### src/rtl/bcd_split_scheduler.sv
// Two-requester binary-to-BCD splitter.
// A 10-bit operand is taken from one requester at a time, with round-robin
// arbitration on a tie. It is split into hundreds/tens/ones by repeated
// subtraction, one subtraction per clock. Operands above 999 are flagged
// and return 9,9,9 without any subtraction.
module bcd_split_scheduler (
  input  logic       clk,
  input  logic       rst_n,
  input  logic       req0_valid,
  input  logic [9:0] req0_value,
  output logic       req0_ack,
  input  logic       req1_valid,
  input  logic [9:0] req1_value,
  output logic       req1_ack,
  output logic       busy,
  output logic       resp_valid,
  output logic       resp_id,
  output logic [3:0] hundreds,
  output logic [3:0] tens,
  output logic [3:0] ones,
  output logic       err
);

  typedef enum logic [1:0] {
    S_IDLE   = 2'd0,
    S_SUB100 = 2'd1,
    S_SUB10  = 2'd2,
    S_DONE   = 2'd3
  } state_e;

  state_e     state_q;
  logic [9:0] rem_q;
  logic [3:0] hcnt_q;
  logic [3:0] tcnt_q;
  logic       grant_id_q;
  logic       last_served_q;
  logic       busy_q;
  logic       resp_valid_q;
  logic       resp_id_q;
  logic [3:0] hundreds_q;
  logic [3:0] tens_q;
  logic [3:0] ones_q;
  logic       err_q;

  logic       grant_sel_s;
  logic       accept_s;
  logic [9:0] acc_value_s;

  // Arbitration: a lone requester wins; on a tie the one not served last wins.
  always_comb begin
    grant_sel_s = 1'b0;
    if (req0_valid && req1_valid) begin
      grant_sel_s = ~last_served_q;
    end else if (req1_valid) begin
      grant_sel_s = 1'b1;
    end else begin
      grant_sel_s = 1'b0;
    end
  end

  // Acks are only offered in IDLE and are held low while reset is asserted.
  assign accept_s    = rst_n && (state_q == S_IDLE) && (req0_valid || req1_valid);
  assign acc_value_s = grant_sel_s ? req1_value : req0_value;
  assign req0_ack    = accept_s && !grant_sel_s;
  assign req1_ack    = accept_s && grant_sel_s;

  // Conversion FSM together with its registered result outputs.
  always_ff @(posedge clk or negedge rst_n) begin
    if (!rst_n) begin
      state_q       <= S_IDLE;
      rem_q         <= 10'd0;
      hcnt_q        <= 4'd0;
      tcnt_q        <= 4'd0;
      grant_id_q    <= 1'b0;
      last_served_q <= 1'b1;
      busy_q        <= 1'b0;
      resp_valid_q  <= 1'b0;
      resp_id_q     <= 1'b0;
      hundreds_q    <= 4'd0;
      tens_q        <= 4'd0;
      ones_q        <= 4'd0;
      err_q         <= 1'b0;
    end else begin
      resp_valid_q <= 1'b0;
      case (state_q)
        S_IDLE: begin
          if (accept_s) begin
            last_served_q <= grant_sel_s;
            grant_id_q    <= grant_sel_s;
            rem_q         <= acc_value_s;
            hcnt_q        <= 4'd0;
            tcnt_q        <= 4'd0;
            busy_q        <= 1'b1;
            if (acc_value_s > 10'd999) begin
              // Out of range: answer immediately with a saturated 999.
              state_q      <= S_DONE;
              resp_valid_q <= 1'b1;
              resp_id_q    <= grant_sel_s;
              hundreds_q   <= 4'd9;
              tens_q       <= 4'd9;
              ones_q       <= 4'd9;
              err_q        <= 1'b1;
            end else begin
              state_q <= S_SUB100;
            end
          end else begin
            busy_q  <= 1'b0;
            state_q <= S_IDLE;
          end
        end
        S_SUB100: begin
          if (rem_q >= 10'd100) begin
            rem_q  <= rem_q - 10'd100;
            hcnt_q <= hcnt_q + 4'd1;
          end else begin
            state_q <= S_SUB10;
          end
        end
        S_SUB10: begin
          if (rem_q >= 10'd10) begin
            rem_q  <= rem_q - 10'd10;
            tcnt_q <= tcnt_q + 4'd1;
          end else begin
            // Remainder is now below 10, so its low nibble is the ones digit.
            state_q      <= S_DONE;
            resp_valid_q <= 1'b1;
            resp_id_q    <= grant_id_q;
            hundreds_q   <= hcnt_q;
            tens_q       <= tcnt_q;
            ones_q       <= rem_q[3:0];
            err_q        <= 1'b0;
          end
        end
        S_DONE: begin
          state_q <= S_IDLE;
          busy_q  <= 1'b0;
        end
        default: begin
          state_q <= S_IDLE;
          busy_q  <= 1'b0;
        end
      endcase
    end
  end

  assign busy       = busy_q;
  assign resp_valid = resp_valid_q;
  assign resp_id    = resp_id_q;
  assign hundreds   = hundreds_q;
  assign tens       = tens_q;
  assign ones       = ones_q;
  assign err        = err_q;

endmodule

### config.mk
export PLATFORM = sky130hd
export DESIGN_NAME = bcd_split_scheduler
export DESIGN_NICKNAME = d
export VERILOG_FILES = /design/src/rtl/bcd_split_scheduler.sv
export SDC_FILE = /design/constraint.sdc
export NUM_CORES = 1
export LEC_CHECK = 0
export ABC_CLOCK_PERIOD_IN_PS = 5000
export CORE_ASPECT_RATIO = 2
export CORE_UTILIZATION = 30
export DETAILED_ROUTE_END_ITERATION = 10
export SYNTH_ARGS = -nofsm -noshare
export SYNTH_HDL_FRONTEND = slang
export SYNTH_SLANG_ARGS = --single-unit
### constraint.sdc
create_clock -name clk -period 5 [get_ports clk]
set_input_delay 1 -clock clk [delete_from_list [all_inputs] [get_ports clk]]
set_output_delay 1 -clock clk [all_outputs]
set_load 0.01 [all_outputs]
# Word-level counts from Yosys, hierarchy flattened
# Index checks and enable logic that the tools add are counted.
dict set report word_totals {
  regBits 38
  out_inout_bits 18
  elab_cells 87
}
dict set report op_classes {
  addsub 4
  n_lt_le_gt_ge 3
  eq_ne 9
  n_mux 39
  bitwise_logic 1
  n_reduce_logical 18
}
# op n
set ops {}
lappend ops {{$mux W10} 4}
lappend ops {{$pmux W4 S2} 5}
lappend ops {{$mux W4} 8}
lappend ops {{$pmux W10 S3} 1}
lappend ops {{$mux W1} 12}
lappend ops {{$ge A10 B4 Y1 const B} 1}
lappend ops {{$ge A10 B7 Y1 const B} 1}
lappend ops {{$gt A10 B10 Y1 const B} 1}
lappend ops {{$ne A2 B2 Y1 const B} 5}
lappend ops {{$sub A10 B4 Y10 const B} 1}
lappend ops {{$sub A10 B7 Y10 const B} 1}
lappend ops {{$add A4 B1 Y4 const B} 2}
lappend ops {{$mux W2} 4}
lappend ops {{$pmux W1 S2} 4}
lappend ops {{$pmux W2 S4} 1}
lappend ops {{$reduce_and A4 Y1} 2}
lappend ops {{$reduce_and A3 Y1} 2}
lappend ops {{$reduce_bool A2 Y1} 3}
lappend ops {{$logic_and A1 B1 Y1} 5}
lappend ops {{$eq A2 B2 Y1 const B} 2}
lappend ops {{$reduce_and A2 Y1} 2}
lappend ops {{$reduce_bool A3 Y1} 1}
lappend ops {{$eq A2 B1 Y1 const B} 1}
lappend ops {{$logic_not A2 Y1} 1}
lappend ops {{other kinds (4)} 4}

# Logic depth before layout (Yosys ltp)
# Gate-level depths: netlist of run 1.
dict set report logic_depth {
  ltp_word 7
  ltp_mapped 8
  ltp_nobuf 7
}

# Worst setup path before layout of run 1
# Ideal clock, no wire load.
dict set report synth_path {
  path_kind {input to output}
  start {input port req1_valid}
  end {output port req1_ack}
  t_arrival_ns 1.610
  required_time_ns 4.000
  slack_ns 2.390
  path_stages 3
  n_path_buf 1
  cell_sequence {a21bo_1 -> clkbuf_1 -> nor2_1}
}
dict set report synth_between {
  elab_chain_cells 3
}
# item line_no
set synth_rtl {}
lappend synth_rtl {{from (decl)} 12} ;# input logic req1_valid,
lappend synth_rtl {{$mux W1, or another cell as far along} 54} ;# end else if (req1_valid) begin
lappend synth_rtl {{$mux W1 or $logic_and A1 B1 Y1 (tied branches)} {52, 62}}
lappend synth_rtl {{$logic_and A1 B1 Y1 (*)} 65} ;# assign req1_ack = accept_s && grant_sel_s;
lappend synth_rtl {{to (decl)} 14} ;# output logic req1_ack,
# Every way passes the cells marked *; elsewhere a longest branch is shown, timed or not.

# Final worst setup path of run 1
# Same ends and word-level chain as after synthesis.

==> results of run 1 <==
[cell type report]
cell class                 count  area (um^2)  share of cell area, %
clock inverter                 2         60.1                   1.90
multi-input combinational    207         1430                   45.3
tap                           96          120                   3.80
sequential                    38          952                   30.1
inverter                      10         37.5                   1.19
clock buffer                   6          139                   4.39
timing repair buffer          43          420                   13.3
[where the power goes]
| part | leakage, nW | switching, mW | internal [mW] |
|---|---|---|---|
| Combinational | 0.751 | 0.431 | 0.334 |
| Clock | 0.0971 | 0.123 | 0.299 |
| Sequential | 0.477 | 0.127 | 0.409 |
| Total | 1.33 | 0.681 | 1.04 |
[flip-flops by register name (all words and copies together) (netlist names)]
register       count
tens               4
ones               4
err                1
busy               1
hundreds           4
last_served_q      1
tcnt_q             4
resp_valid         1
hcnt_q             4
state_q            2
grant_id_q         1
resp_id            1
rem_q             10
[worst max-delay path by stage]
stage / to / slack [ns] / cells after the start
final: req1_ack / 1.35 / 4
after floorplan: req1_ack / 2.39 / 3
after CTS: req1_ack / 1.35 / 4
after global routing: req1_ack / 1.25 / 4
after global placement: req1_ack / 1.39 / 4
after detailed placement: req1_ack / 1.36 / 4
[critical path: cells and delay by family]
family / cells / cell delay (ns)
buf+inv: 2 / 1.11
compound gates: 1 / 0.33
simple gates: 1 / 0.21
[stage by stage]
stage	setup slack, ns	hold slack, ns
finish	1.35	0.499
global route	1.25	0.520
CTS	1.35	0.497
detailed placement	1.36	0.484
global placement	1.39	0.466
floorplan	2.39	0.450
[logic make-up after synthesis]
family / Yosys count
xor gates and xnor gates: 3
muxes: 13
DFF: 38
adders and majority gates: 12
AOI/OAI and AO/OA: 86
and+or+nand+nor: 93
buffers and inverters: 22
[layer usage]
layer,vias to the layer above,routed length (um)
met4,0,244
li1,1079,-
met5,-,0
met1,1088,2620
met3,13,180
met2,59,4160
[cell usage in the layout, fill, tap and decap left out, types with 3 or more instances in the layout]
master           instances
clkdlybuf4s50_1         40
dfrtp_1                 37
nand2_1                 28
nor2_1                  18
o21ai_0                 15
nand3_1                 14
ha_1                    12
a21oi_1                 11
mux2i_1                 11
inv_1                    9
a22o_1                   9
nor3_1                   6
nand4_1                  5
o22a_1                   5
o22ai_1                  5
clkbuf_16                5
a21o_1                   4
o211ai_1                 4
a31oi_1                  4
nor2b_1                  3
o21ai_1                  3
and2_1                   3
nand2b_1                 3
o2bb2ai_1                3
==> impl_metrics.tcl, run 1 <==
set metrics [dict create \
    drtIter0Drc 82 \
    vias 2239 \
    wirelength_um 7210 \
    reg2reg_slack_ns 2.43 \
    cp_slowest_cell "clkdlybuf4s50_1" \
    avgViaCountPerCell 5.57 \
    path_clk_slew_ns 0.06 \
    ys_top_cells_by_area "dfrtp_1, ha_1, mux2i_1, nand2_1, a22o_1" \
    worst-r2r-cell-count 6 \
    synth-main-ff-cell "dfrtp_1" \
    antenna_found_initial 0 \
    grtUsageMet3_pct 1.82 \
    placed_area_um2 2960 \
    setup_tns_ns 0 \
    synth-compound-area-share_pct 25.7 \
    rsz0062_at_grt "false" \
    start_util_pct 31.2 \
    timing.rr.start "state_q[0]$_DFFE_PN0P_" \
    path_common_cell "clkdlybuf4s50_1" \
    fin_nets 341 \
    grtUsageMet2_pct 34.7 \
    synth_edf_count 0 \
    port_buffers 41 \
    path_max_fanout 11 \
    post-cts-setup-buffer-count 0 \
    num_io_pins 42 \
    post-route-util_pct 39.8 \
    grt_busiest_layer "met2" \
    grt_pass1_wl_um 11500 \
    layout_min_cycle_time_ns 3.65 \
    gp_congestion 0.861 \
    antenna_left 0 \
    synth_area_per_cell_um2 9.29 \
    cts_buffers 5 \
    hold_viol 0 \
    cts_buffer_depth 2 \
    diodes 0 \
    synthXorXnorAreaFrac_pct 1.06 \
    detail_route.first_pass.iterations 4 \
    synth_simple_gate_area_share_pct 19.6 \
    cts.sinks 38 \
    synthMuxAreaShare_pct 5.35 \
    power_density_nw_per_um2 545 \
    ys.warnings.count 0 \
    fmax_mhz 274 \
    grt_pass1_vias 2260 \
    design_area_um2 3160 \
    dpl.hpwl_um 5580 \
    areaGrowthSynthToFinish_pct 27.5 \
    yosys.area.top_type "dfrtp_1" \
    netlist.area_leader.share_pct 37.3 \
    n_fill_cell 832 \
    die_w_um 66.3 \
    end_kind "output port" \
    post-route-drc-count 0 \
    power_mw 1.72 \
    status "complete, no violations" \
    gr-usage-met1_pct 17.4 \
    layout-drive-gt1-share_pct 8.82 \
    synth_top_family_by_area "compound AO/OA/AOI/OAI gates" \
    fp-row-count 46 \
    synthDistinctLibCells 59 \
    synth_seq_area_share_pct 38.4 \
    path_class "in -> out" \
    yosys-top-cells-count "dfrtp_1, nand2_1, nor2_1" \
    start_kind "primary input" \
    worst_pin_slew_ns 0.848 \
    netlist_instances 267 \
    syn_nets 303 \
    period_share_pct 73.1 \
    cp.required_ns 4.00 \
    crit_path_max_incr_delay_ns 0.58 \
    arrival_ns 2.65 \
    gr-total-overflow 0 \
    min_to "grant_id_q$_DFFE_PN0P_" \
    dp.cells 394 \
    final_cells 402 \
    cap_viol_max_count 0 \
    grt_usage_pct 17.9 \
    syn-cell-area_um2 2480 \
    r2r-end "ones[2]$_DFFE_PN0P_" \
    leakage_nw 1.33 \
    report.final.slew_viol_count 0 \
    synthAdderAreaFrac_pct 6.05 \
    skew_ns 0.00311 \
    cts_tree "done" \
    startpoint "req1_valid" \
    hold_buffers 0 \
    wire_per_inst_um 17.9 \
    grt_max_degree 40 \
    relSlewSlack_pct 43.5 \
    dieHeight_um 131 \
    die-area_um2 8660 \
    crit_chain "clkdlybuf4s50_1, a21bo_1, nor2_1, clkdlybuf4s50_1" \
    synth-seq-cells 38 \
    hold_path_depth 1 \
    hold_path_class "reg -> reg" \
    setup_viol 0 \
    core_um2 7940 \
    cts_max_level 2 \
    cts_root_buf "clkbuf_16" \
    ctsResizeCount 0 \
    yosysMostFrequentCell "dfrtp_1" \
    hold_start "grant_id_q$_DFFE_PN0P_" \
    peakVddDrop_uv 210 \
    ys_async_sr_fraction_pct 100 \
    worstSkewPairLatency_ns 0.28 \
]
(Power assumes the default switching activity.)
==> inputs of run 2 (changes only) <==
--- a/config.mk
+++ b/config.mk
@@ -5,7 +5,7 @@
 export SDC_FILE = /design/constraint.sdc
 export NUM_CORES = 1
 export LEC_CHECK = 0
-export ABC_CLOCK_PERIOD_IN_PS = 5000
+export ABC_CLOCK_PERIOD_IN_PS = 3020
 export CORE_ASPECT_RATIO = 2
 export CORE_UTILIZATION = 30
 export DETAILED_ROUTE_END_ITERATION = 10
==> constraint.sdc (replaced) <==
create_clock -name clk -period 3.02 [get_ports clk]
set_input_delay 0.604 -clock clk [delete_from_list [all_inputs] [get_ports clk]]
set_output_delay 0.604 -clock clk [all_outputs]
set_load 0.01 [all_outputs]
==> impl_metrics.tcl, run 2 (synthesized netlist as in run 1, its figures left out) <==
set metrics [dict create \
    post-cts-setup-buffer-count 0 \
    hold_path_class "in -> async" \
    cp.required_ns 2.42 \
    fp-row-count 46 \
    antenna_left 0 \
    fmax_mhz 368 \
    crit_chain "clkdlybuf4s50_1, o211ai_1, nor2_1, clkdlybuf4s50_1" \
    cap_viol_max_count 0 \
    fin_nets 350 \
    leakage_nw 1.37 \
    worstSkewPairLatency_ns 0.29 \
    layout-drive-gt1-share_pct 11.4 \
    vias 2310 \
    cp_top_family "buffers and inverters" \
    hold_buffers 0 \
    dpl.hpwl_um 5770 \
    report.final.slew_viol_count 0 \
    cts.sinks 38 \
    wire_per_inst_um 18.0 \
    detail_route.first_pass.iterations 5 \
    post-route-drc-count 0 \
    arrival_ns 2.12 \
    areaGrowthSynthToFinish_pct 30.2 \
    final_common_cell "clkdlybuf4s50_1" \
    startpoint "req1_valid" \
    relSlewSlack_pct 62.2 \
    cts_max_level 2 \
    ctsResizeCount 0 \
    dp.cells 403 \
    die_w_um 66.3 \
    port_buffers 41 \
    avgViaCountPerCell 5.62 \
    wirelength_um 7410 \
    grt_pass1_wl_um 12100 \
    start_kind "primary input" \
    worst_pin_slew_ns 0.558 \
    crit_cells 4 \
    setup_viol 0 \
    end_kind "output port" \
    timing.rr.start "rem_q[3]$_DFFE_PN0P_" \
    rsz0062_at_grt "false" \
    layout_min_cycle_time_ns 2.72 \
    hold_viol 0 \
    period_share_pct 90.1 \
    cts_tree "done" \
    path_class "in -> out" \
    antenna_found_initial 0 \
    grt_usage_pct 19.0 \
    r2r-end "rem_q[6]$_DFFE_PN0P_" \
    start_util_pct 31.2 \
    skew_ns 0.00402 \
    worst-r2r-cell-count 7 \
    whs_ns 0.111 \
    gp_congestion 0.832 \
    path_common_cell "clkdlybuf4s50_1" \
    placed_area_um2 3030 \
    crit_buf_inv 2 \
    drtIter0Drc 104 \
    cts_buffers 5 \
    reg2reg_slack_ns 0.61 \
    cts_buffer_depth 2 \
    crit_path_end "req1_ack" \
    num_io_pins 42 \
    diodes 0 \
    grt_pass1_vias 2354 \
    gr-total-overflow 0 \
    largest_reg_flops 10 \
    status "complete, no violations" \
    path_max_fanout 5 \
    die-area_um2 8660 \
    top_register "rem_q" \
    path_clk_slew_ns 0.06 \
    dieHeight_um 131 \
    power_density_nw_per_um2 902 \
    final_cell_mix "clkdlybuf4s50_1, dfrtp_1, nand2_1" \
    grt_max_degree 37 \
    cp_slowest_cell "clkdlybuf4s50_1" \
    core_um2 7940 \
    setup_tns_ns 0 \
    design_area_um2 3230 \
    crit_path_max_incr_delay_ns 0.57 \
    final_cells 411 \
    cts_root_buf "clkbuf_16" \
    peakVddDrop_uv 285 \
]
-- run 2: changes by cell type in the layout (fill, tap and decap cells not counted) --
cell / delta
buf_4: +9
-- run 2: worst min-delay path by stage --
stage	cells past startpoint	to	start
3_3_place_gp	1	grant_id_q$_DFFE_PN0P_	rst_n
6_report	1	grant_id_q$_DFFE_PN0P_	rst_n
2_1_floorplan	0	busy$_DFFE_PN0P_	rst_n
3_5_place_dp	1	grant_id_q$_DFFE_PN0P_	rst_n
4_1_cts	1	grant_id_q$_DFFE_PN0P_	rst_n
5_1_grt	1	grant_id_q$_DFFE_PN0P_	rst_n
-- run 2: cell type report --
type                       instances  area (um^2)
fill                             815         4710
multi-input combinational        207         1430
sequential                        38          952
timing repair buffer              52          488
clock buffer                       6          139
tap                               96          120
clock inverter                     2         60.1
inverter                          10         37.5
-- run 2: report_power, final --
group          internal [mW]  leakage, nW  total (mW)  switching (mW)
sequential             0.676        0.477       0.891           0.214
clock                  0.496       0.0971       0.714           0.218
combinational          0.588        0.793        1.31           0.721
-- run 2: metrics by stage --
step | util, % | setup WS [ns] | total power, mW
finish | 40.7 | 0.300 | 2.91
global placement | 38.2 | 0.333 | 2.18
global route | 40.7 | 0.191 | 3.11
CTS | 40.7 | 0.288 | 2.93
floorplan | - | 1.02 | 1.73
detailed placement | 38.2 | 0.288 | 2.20
-- run 2: routing by layer --
layer	routed length, um	GRT usage, %	vias up
met2	4240	36.6	63
met1	2670	19.0	1141
li1	-	-	1088
met4	293	10.5	0
met3	202	1.91	18
met5	0	0	-
==> inputs of run 3 (changes only) <==
--- a/config.mk
+++ b/config.mk
@@ -5,7 +5,7 @@
 export SDC_FILE = /design/constraint.sdc
 export NUM_CORES = 1
 export LEC_CHECK = 0
-export ABC_CLOCK_PERIOD_IN_PS = 3020
+export ABC_CLOCK_PERIOD_IN_PS = 3200
 export CORE_ASPECT_RATIO = 2
 export CORE_UTILIZATION = 30
 export DETAILED_ROUTE_END_ITERATION = 10
==> constraint.sdc (replaced) <==
create_clock -name clk -period 3.2 [get_ports clk]
set_input_delay 0.64 -clock clk [delete_from_list [all_inputs] [get_ports clk]]
set_output_delay 0.64 -clock clk [all_outputs]
set_load 0.01 [all_outputs]
==> impl_metrics.tcl, run 3 (synthesized netlist as in run 1, its figures left out) <==
set metrics [dict create \
    rsz0062_at_grt "false" \
    comb_power_share_pct 46.5 \
    cp_top_family "buffers and inverters" \
    cts_max_level 2 \
    avgViaCountPerCell 5.55 \
    pwr-share-clk_pct 21.6 \
    hold_path_class "in -> async" \
    dpl.hpwl_um 5760 \
    antenna_left 0 \
    cts_tree "done" \
    final_cell_mix "clkdlybuf4s50_1, dfrtp_1, nand2_1" \
    dieHeight_um 131 \
    hold_viol 0 \
    arrival_ns 2.14 \
    period_share_pct 87.0 \
    areaGrowthSynthToFinish_pct 27.9 \
    end_kind "output port" \
    path_max_fanout 4 \
    cts_buffer_depth 2 \
    wire_per_inst_um 18.0 \
    power_mw 2.64 \
    antenna_found_initial 0 \
    status "complete, no violations" \
    start_util_pct 31.2 \
    register_area_um2 952 \
    setup_tns_ns 0 \
    detail_route.first_pass.iterations 4 \
    grt_usage_pct 18.6 \
    wirelength_um 7350 \
    core_um2 7940 \
    worst_pin_slew_ns 0.855 \
    port_buffers 41 \
    layout-drive-gt1-share_pct 10.6 \
    layout_min_cycle_time_ns 2.78 \
    multi_input_area_um2 1430 \
    p_int_mw 1.55 \
    path_class "in -> out" \
    drtIter0Drc 112 \
    worstSkewPairLatency_ns 0.29 \
    fin_nets 347 \
    top_register "rem_q" \
    peakVddDrop_uv 283 \
    report.final.slew_viol_count 0 \
    leakage_nw 1.34 \
    pwr-share-seq_pct 31.9 \
    setup_viol 0 \
    grt_pass1_wl_um 11800 \
    grt_max_degree 37 \
    vias 2265 \
    cp.required_ns 2.56 \
    path_common_cell "clkdlybuf4s50_1" \
    crit_path_max_incr_delay_ns 0.57 \
    diodes 0 \
    cp_slowest_cell "clkdlybuf4s50_1" \
    post-route-drc-count 0 \
    power_density_nw_per_um2 832 \
    path_clk_slew_ns 0.06 \
    ctsResizeCount 0 \
    gr-total-overflow 0 \
    skew_ns 0.00926 \
    crit_buf_inv 2 \
    cts_root_buf "clkbuf_16" \
    grt_pass1_vias 2317 \
    gp_congestion 0.900 \
    die-area_um2 8660 \
    die_w_um 66.3 \
    cap_viol_max_count 0 \
    hold_buffers 0 \
    n_fill_cell 809 \
    post-cts-setup-buffer-count 0 \
    fmax_mhz 359 \
    p_sw_mw 1.09 \
    crit_chain "clkdlybuf4s50_1, a21bo_1, nor2_1, clkdlybuf4s50_1" \
    num_io_pins 42 \
    p_sw_share_pct 41.3 \
    design_area_um2 3170 \
    final_common_cell "clkdlybuf4s50_1" \
    cts_buffers 5 \
    largest_reg_flops 10 \
    placed_area_um2 3010 \
    start_kind "primary input" \
    cts.sinks 38 \
    fp-row-count 46 \
    relSlewSlack_pct 43.0 \
]
## run 3: changes by cell type in the layout (fill, tap and decap cells not counted)
cell,previous run,this run
clkinv_2,0,2
clkbuf_8,1,0
bufinv_16,2,1
buf_4,11,8
## run 3: final timing paths
check / start / slack, ns / cells past startpoint / to
worst max-delay path: req1_valid / 0.42 / 4 / req1_ack
worst min-delay path: rst_n / 0.15 / 1 / grant_id_q$_DFFE_PN0P_
worst max register to register: rem_q[3]$_DFFE_PN0P_ / 0.79 / 7 / rem_q[2]$_DFFE_PN0P_
worst min register to register: grant_id_q$_DFFE_PN0P_ / 0.49 / 1 / grant_id_q$_DFFE_PN0P_
max in group asynchronous: rst_n / 2.38 / 2 / ones[1]$_DFFE_PN0P_
min in group clk: grant_id_q$_DFFE_PN0P_ / 0.49 / 1 / grant_id_q$_DFFE_PN0P_
## run 3: cell type report
| type | count | area share (%) |
|---|---|---|
| flip-flops and latches | 38 | 30.0 |
| clock buffers | 5 | 3.94 |
| repair buffers | 49 | 14.7 |
| inverters | 10 | 1.18 |
| well taps | 96 | 3.78 |
| multi-input cells | 207 | 45.2 |
| clock inverters | 3 | 1.26 |
## run 3: power groups by stage
stage	sequential [mW]	clock [mW]	combinational [mW]
6_report	0.843	0.571	1.23
5_1_grt	0.874	0.587	1.34
4_1_cts	0.841	0.573	1.23
3_5_place_dp	0.849	0	1.22
3_3_place_gp	0.848	0	1.21
2_1_floorplan	0.786	0	0.849
## run 3: per-stage QoR
| step | setup WS, ns | hold slack [ns] | cells | util, % |
|---|---|---|---|---|
| 4_1_cts | 0.415 | 0.142 | 408 | 40.0 |
| 3_5_place_dp | 0.408 | 0.446 | 400 | 37.9 |
| 2_1_floorplan | 1.20 | 0.344 | 267 | - |
| 5_1_grt | 0.308 | 0.147 | 408 | 40.0 |
| 3_3_place_gp | 0.447 | 0.445 | 400 | 37.9 |
| 6_report | 0.417 | 0.145 | 408 | 40.0 |
## run 3: worst reg2reg max path, stage by stage (launching register included)
cell,delay (ns)
dfrtp_1,0.56
inv_1,0.17
ha_1,0.25
nand2b_1,0.17
o21bai_2,0.14
a311oi_4,0.57
and2_4,0.29
mux2i_1,0.19
## run 3: per-layer routing
layer	wire length, um	global-route usage, %
met5	0	0
met4	372	11.8
met3	266	2.08
met2	4080	35.4
met1	2620	18.2
